===== config.mk =====
export PLATFORM = sky130hd
export DESIGN_NAME = programmable_delay_stage
export DESIGN_NICKNAME = d
export VERILOG_FILES = /design/src/rtl/programmable_delay_stage.sv
export SDC_FILE = /design/constraint.sdc
export NUM_CORES = 1
export LEC_CHECK = 0
export ABC_AREA = 1
export CAP_MARGIN = 5
export CORE_UTILIZATION = 30
export CTS_BUF_LIST = sky130_fd_sc_hd__clkbuf_8
export DETAILED_ROUTE_END_ITERATION = 16
export GPL_TIMING_DRIVEN = 0
export PLACE_DENSITY = 0.46
export SYNTH_ARGS = -nofsm -noshare
export SYNTH_HDL_FRONTEND = slang
export SYNTH_SLANG_ARGS = --single-unit

===== constraint.sdc =====
create_clock -name clk_i -period 2.3 [get_ports clk_i]
set_input_delay 0.23 -clock clk_i [delete_from_list [all_inputs] [get_ports clk_i]]
set_output_delay 0.23 -clock clk_i [all_outputs]
set_load 0.02 [all_outputs]

===== src/rtl/programmable_delay_stage.sv =====
// Programmable delay line for ce-qualified sample streams: circular buffer read at
// a runtime-selected distance behind the write pointer, plus a data-aligned divided ce.
module programmable_delay_stage #(
    parameter int WIDTH  = 14,
    parameter int DEPTH  = 16,
    parameter int CE_DIV = 2
) (
    input  logic                     clk_i,
    input  logic                     rst_ni,
    input  logic                     ce_i,
    input  logic                     data_valid_i,
    input  logic [WIDTH-1:0]         data_i,
    input  logic [$clog2(DEPTH)-1:0] delay_i,
    output logic                     data_valid_o,
    output logic                     ce_o,
    output logic [WIDTH-1:0]         data_o,
    output logic                     flush_o
);
    localparam int AW = $clog2(DEPTH);
    localparam int CW = (CE_DIV > 1) ? $clog2(CE_DIV) : 1;
    localparam logic [CW-1:0] CNT_LAST      = CW'(CE_DIV - 1);
    localparam logic [CW-1:0] CNT_AFTER_OUT = (CE_DIV == 1) ? CW'(0) : CW'(1);

    logic [WIDTH-1:0] r_mem [DEPTH];
    logic [DEPTH-1:0] r_valid;
    logic [AW-1:0]    r_wr_ptr;
    logic [AW-1:0]    r_delay_q;
    logic [CW-1:0]    r_cnt;
    logic [WIDTH-1:0] r_data_o;
    logic             r_data_valid_o;
    logic             r_ce_o;
    logic             r_flush_o;

    logic [AW-1:0]    w_rd_ptr;
    logic             w_change;
    logic             w_sel_valid;
    logic [WIDTH-1:0] w_sel_data;
    logic             w_emit;
    logic [DEPTH-1:0] w_valid_next;
    logic [CW-1:0]    w_cnt_next;

    assign w_rd_ptr = r_wr_ptr - r_delay_q;
    assign w_change = (delay_i != r_delay_q);

    // Delay 0 bypasses the buffer; otherwise the read happens before this tick's write.
    always_comb begin
        w_sel_valid = data_valid_i;
        w_sel_data  = data_i;
        if (r_delay_q != '0) begin
            w_sel_valid = r_valid[w_rd_ptr];
            w_sel_data  = r_mem[w_rd_ptr];
        end
    end

    assign w_emit = ce_i & ~w_change & w_sel_valid;

    // A flush drops everything except the sample entering on the change tick.
    always_comb begin
        w_valid_next = r_valid;
        if (w_change) begin
            w_valid_next = '0;
        end
        w_valid_next[r_wr_ptr] = data_valid_i;
    end

    always_comb begin
        w_cnt_next = r_cnt + 1'b1;
        if (w_emit) begin
            w_cnt_next = CNT_AFTER_OUT;
        end else if (r_cnt == CNT_LAST) begin
            w_cnt_next = '0;
        end
    end

    always_ff @(posedge clk_i) begin
        if (ce_i) begin
            r_mem[r_wr_ptr] <= data_i;
        end
    end

    always_ff @(posedge clk_i or negedge rst_ni) begin
        if (!rst_ni) begin
            r_valid        <= '0;
            r_wr_ptr       <= '0;
            r_delay_q      <= '0;
            r_cnt          <= '0;
            r_data_o       <= '0;
            r_data_valid_o <= 1'b0;
            r_ce_o         <= 1'b0;
            r_flush_o      <= 1'b0;
        end else if (ce_i) begin
            r_valid        <= w_valid_next;
            r_wr_ptr       <= r_wr_ptr + 1'b1;
            r_delay_q      <= delay_i;
            r_cnt          <= w_cnt_next;
            r_data_valid_o <= w_emit;
            r_ce_o         <= w_emit | (r_cnt == '0);
            r_flush_o      <= w_change;
            if (w_emit) begin
                r_data_o <= w_sel_data;
            end
        end else begin
            r_data_valid_o <= 1'b0;
            r_ce_o         <= 1'b0;
            r_flush_o      <= 1'b0;
        end
    end

    assign data_valid_o = r_data_valid_o;
    assign ce_o         = r_ce_o;
    assign data_o       = r_data_o;
    assign flush_o      = r_flush_o;
endmodule


# == Word-level counts from Yosys, hierarchy flattened ==
# Memory sizes are Yosys's and may differ from the RTL's. A register that Yosys moved wholly into a read port is not among the register bits.
# Cells that the tools add are included.
# totals
reg_bits,28
in_bits,22
elab_cells,38
mem_count,1
out_inout_bits,17
mem_bits_ro,0
latchBits,0
ram_bits,224
# memory_table
name,depth,width,read_ports,rd_ports_with_merged_regs,wr,line_no,source
r_mem,16,14,1,1,1,24,logic [WIDTH-1:0] r_mem [DEPTH];
# op_classes
order_cmp,3
n_reduce_logical,4
mux,14
bitwise,5
div_mod_pow,0
eq_ne,1
shift,0
n_addsub,3
n_mul,0
# ops
op,n
$bwmux 16,1
$mux 16,1
$lt 4x5->1 const B,2
$mux 1,10
$add 4x1->4 const B,1
$bmux 1 s4,1
$demux 1 s4,1
$ge 4x1->1 const B,1
$ne 4x4->1,1
$reduce_bool 4->1,1
$sub 4x4->4,1
$and 1x1->1,2
$not 1->1,2
$reduce_and 2->1,1
$add 1x1->1 const B,1
$logic_and 1x1->1,1
$logic_not 1->1,1
$or 1x1->1,1

# == Depth between registers and ports, before layout ==
# depth
ltp_word,7
ltp_mapped,16
depth_no_buf,14

# == Worst setup path after synthesis ==
# No wires, ideal clock.
# synth_timing
kind,reg2reg
start,register r_wr_ptr[0]
end,"register r_data_o[0] (netlist: data_o[0]), read port of r_mem"
path_slack_ps,-127
setup_time_ps,116
path_buffers,2
stages_incl_launch_ff,16
t_arrival_ps,2310
required_ps,2184
synth_period_minus_slack_ps,2427
path_cell_list,dfrtp_1 -> inv_1 -> ha_1 -> inv_1 -> fa_1 -> inv_1 -> buf_2 -> a22oi_2 -> nand3_2 -> nor2_4 -> nand2_2 -> buf_6 -> nand2_1 -> nand2_1 -> nand2_1 -> nand2_1
# synth_via
elab_chain_len,6
# synth_lines
item,line_no,source
from (decl),26,logic [AW-1:0] r_wr_ptr;
from (signal assigned),93,r_wr_ptr <= r_wr_ptr + 1'b1;
$sub 4x4->4 *,42,assign w_rd_ptr = r_wr_ptr - r_delay_q;
$bmux 1 s4,50,w_sel_valid = r_valid[w_rd_ptr];
$mux 1 (not written as such),50,
$mux 1,49,if (r_delay_q != '0) begin
$and 1x1->1,55,assign w_emit = ce_i & ~w_change & w_sel_valid;
$reduce_and 2->1 (no line),--,
to (decl),29,logic [WIDTH-1:0] r_data_o;
# Every way passes the cells marked *; elsewhere a longest branch is shown, timed or not. The select of a mux whose other input is x is not followed.
# A chain may end at the register's enable or synchronous reset.

# == Final worst setup path ==
# layout_timing
start,register r_wr_ptr[0]
end,"register r_data_o[5] (netlist: data_o[5]), read port of r_mem"
# The elaborated chain is that of the path after synthesis.

==> results.md <==
* Cell area after synthesis at 11200 um^2
* Worst setup startpoint: r_wr_ptr[0]$_DFFE_PN0P_
* Post-Route WL at 32370 um
* First-pass GRT wire length at 48400 um
* WL/cell at 19.87 um
* Reg-to-reg endpoint: data_o[5]$_DFFE_PN0P_
* Post-DP HPWL at 21540 um
* Die area at 38110 um^2
* Worst-path clk slew at 0.06 ns
* WP data required at 2.81 ns
* Startpoint Class: flop
* Crit. End Element: flop
* Tot GR Track Use at 17.14%
* FF-to-FF setup slack at -0.28 ns
* Slew @ Worst Pin at 0.9585 ns
* Crit path arrival time at 3.09 ns
* Number of diodes at 0
* Top-Level Pins at 39
* Max VDD drop at 553.1 uV
* Slew HR at 36.03%
* Clock sinks at 266
* Clk_lat worst skew at 0.57 ns
* Worst-case reg-to-reg path depth at 16
* Status: finished with violations
* Die Y at 195.2 um
* Htree depth at 2
* Area grow syn2layout at 23.68%
* Initial antenna violation count at 0
* Synthesized Nets at 1041
* GPL Wtd Cong at 0.7837
* Post-synth cell types at 29
* Routed Antenna Nets at 0
* Site Rows at 70
* Layout cells sized above 1 at 20.59%
* Port Buf Inserts at 37
* Vias at 7817
* Final-report max-slew violation count at 0
* Worst setup path endpoint: data_o[5]$_DFFE_PN0P_
* Net count, final at 1156
* Min-delay worst type: in2async
* CTS root buffer: clkbuf_8
* Met1 usage at 23.29%
* Num CTS Buffers at 46
* Setup WS post-layout at -0.2792 ns
* Reg power frac at 29.4%
* #FFs+latches synth at 266
* Net switching power figure at 9065 uW
* RSZ-0062 raised after global routing: true
* Layout Cells excl Fill at 1629
* Final cycle utilization of the critical path at 112.1%
* Commonest cells after routing, fill and taps aside: edfxtp_1 (224), nor2_1 (214), nand2_1 (110)
* Sw Ratio at 43.93%
* Sequential share of the synthesized area at 69.45%
* P_int at 11570 uW
* Largest net degree at the start of global routing at 24
* Worst-path fanout max at 10
* Clk pwr share at 19.6%
* Clock Skews at 0.01829 ns
* Effective utilization at floorplan at 30.51%
* Mean Syn Cell Area at 11.08 um^2
* Met3 usage at 2.712%
* Initial DRC Count at 607
* Die width at 195.2 um
* Combinational share of power at 51.0%
* Max-Cap Viols at 0
* Number of global-route vias before repair at 7780
* CTS tree: built
* Max Freq at 387.7 MHz
* Pwr dens at 1490 nW/um^2
* Core ar. at 36700 um^2
* Syn Inst Count at 1011
* Clock Path Buffers at 3
* Static leakage at 0.005052 uW
* GRT busiest layer: met2
* Final global-route overflow total at 0
* GR Util met2 at 28.43%
* Fin crit period at 2.579 ns
* RR Startpoint: r_wr_ptr[0]$_DFFE_PN0P_
* Setup violators final at 17
* Most common cell after layout, fill and taps aside: edfxtp_1
* Hold Vio Cnt, Final at 0
* Placed cell count at 1527
* Failing checks: setup timing
* DRC Markers at 0
* Ys Warns at 0
* Vias per inst at 4.799
* First drt pass iteration count at 5
* Setup CP Type: reg2reg
* Total Neg Setup Slack at -3.281 ns
-- flip-flops by register name, indices dropped and copies added, names as in the netlist --
| signal | flops |
|---|---|
| flush_o | 1 |
| r_valid | 16 |
| data_o | 14 |
| r_wr_ptr | 4 |
| r_cnt | 1 |
| r_delay_q | 4 |
| data_valid_o | 1 |
| ce_o | 1 |
| r_mem | 224 |
-- logic make-up (layout without fill, tap and decap cells) --
logic type      Yosys count  in the layout  share of synthesized area (%)
flops                   266            266                          69.45
compound gates          152            152                          7.385
xor+xnor                 11             11                         0.9275
simple gates            484            484                          17.61
fa+ha+maj                 8              8                         0.9609
buf+inv                  90            240                          3.665
-- critical path: stages (launching register included) --
cell and delay, ns:
dfrtp_2 0.42, inv_4 0.07, ha_4 0.12, inv_2 0.04, fa_2 0.62, inv_2 0.07, buf_8 0.15, buf_6 0.15
nor2_1 0.09, o21ai_0 0.10, nand3_1 0.22, nand3_1 0.13, nand2_1 0.10, nand2_1 0.06, nand2_2 0.07, nand2_1 0.05
nand2_1 0.05
-- power groups by stage --
stage,Clock (uW),Combinational (uW),Sequential (uW)
finish,4050,10500,6060
CTS,4150,9930,6060
global route,4360,11400,6110
floorplan,0,5270,6260
global placement,0,8740,6170
detailed placement,0,8870,6160
-- worst min path at each step --
| stage | from | end | slack [ns] | cells past startpoint |
|---|---|---|---|---|
| after global placement | r_cnt$_DFFE_PN0P_ | r_cnt$_DFFE_PN0P_ | 0.47 | 2 |
| after detailed placement | rst_ni | r_delay_q[2]$_DFFE_PN0P_ | 0.21 | 1 |
| final | rst_ni | data_o[13]$_DFFE_PN0P_ | 0.14 | 2 |
| after global routing | rst_ni | data_o[13]$_DFFE_PN0P_ | 0.20 | 2 |
| after floorplan | rst_ni | ce_o$_DFF_PN0_ | -0.07 | 0 |
| after CTS | rst_ni | ce_o$_DFF_PN0_ | 0.14 | 2 |
-- synthesized netlist by cell type --
cell / instances / area (um^2)
xor2_1: 9 / 78.83
inv_1: 32 / 120.1
buf_2: 22 / 110.1
nor2_1: 232 / 870.8
a21oi_2: 1 / 8.760
nand4_1: 2 / 12.51
xor2_2: 1 / 16.27
fa_1: 1 / 20.02
nor2_4: 1 / 11.26
ha_1: 7 / 87.58
nand3_1: 101 / 505.5
xnor2_1: 1 / 8.760
o211ai_1: 14 / 105.1
nand2_2: 1 / 6.260
nand3_2: 1 / 10.01
o21ai_0: 117 / 585.6
clkbuf_1: 15 / 56.30
buf_6: 3 / 33.78
a21oi_1: 2 / 10.01
edfxtp_1: 224 / 6726
o21ai_1: 1 / 5.000
nand2_4: 1 / 11.26
nand2_1: 145 / 544.3
buf_1: 10 / 37.54
a22oi_2: 1 / 12.51
buf_4: 6 / 45.04
inv_2: 2 / 7.510
dfrtp_1: 42 / 1051
o22ai_1: 16 / 100.1
-- metrics by stage --
step / util, % / hold slack (ns) / worst slack, ns / total power [uW] / area [um^2]
2_1_floorplan: - / -0.06559 / -0.03006 / 11530 / 11230
3_3_place_gp: 33.21 / 0.4665 / -0.9154 / 14910 / 12190
3_5_place_dp: 33.73 / 0.2087 / -0.9024 / 15030 / 12380
4_1_cts: 37.07 / 0.1399 / -0.2732 / 20140 / 13610
5_1_grt: 37.74 / 0.1974 / -0.3626 / 21900 / 13850
6_report: 37.74 / 0.1429 / -0.2792 / 20640 / 13850
-- cell type report --
cell class | count | area (um^2)
well taps | 468 | 585.6
flip-flops and latches | 266 | 7779
clock buffers | 53 | 729.5
fillers | 3614 | 22850
repair buffers | 67 | 683.2
inverters | 34 | 135.1
plain buffers | 56 | 436.7
multi-input cells | 655 | 3379
clock inverters | 30 | 121.4
-- metal layers --
metal / part of all wire [%] / up-vias
met5: 0 / -
met4: 2.1 / 0
met3: 5.5 / 53
met2: 47 / 218
met1: 45 / 3803
li1: - / 3743
-- timing repair --
action	in CTS	in global routing
pin swaps	40	44
setup buffers	12	4
cloned	1	0
endpoints found under the setup margin	17	20
endpoints found under the hold margin	44	0
resized for setup	84	80
hold buffers	2	0
Note: power is estimated with default switching activity, not from simulation.
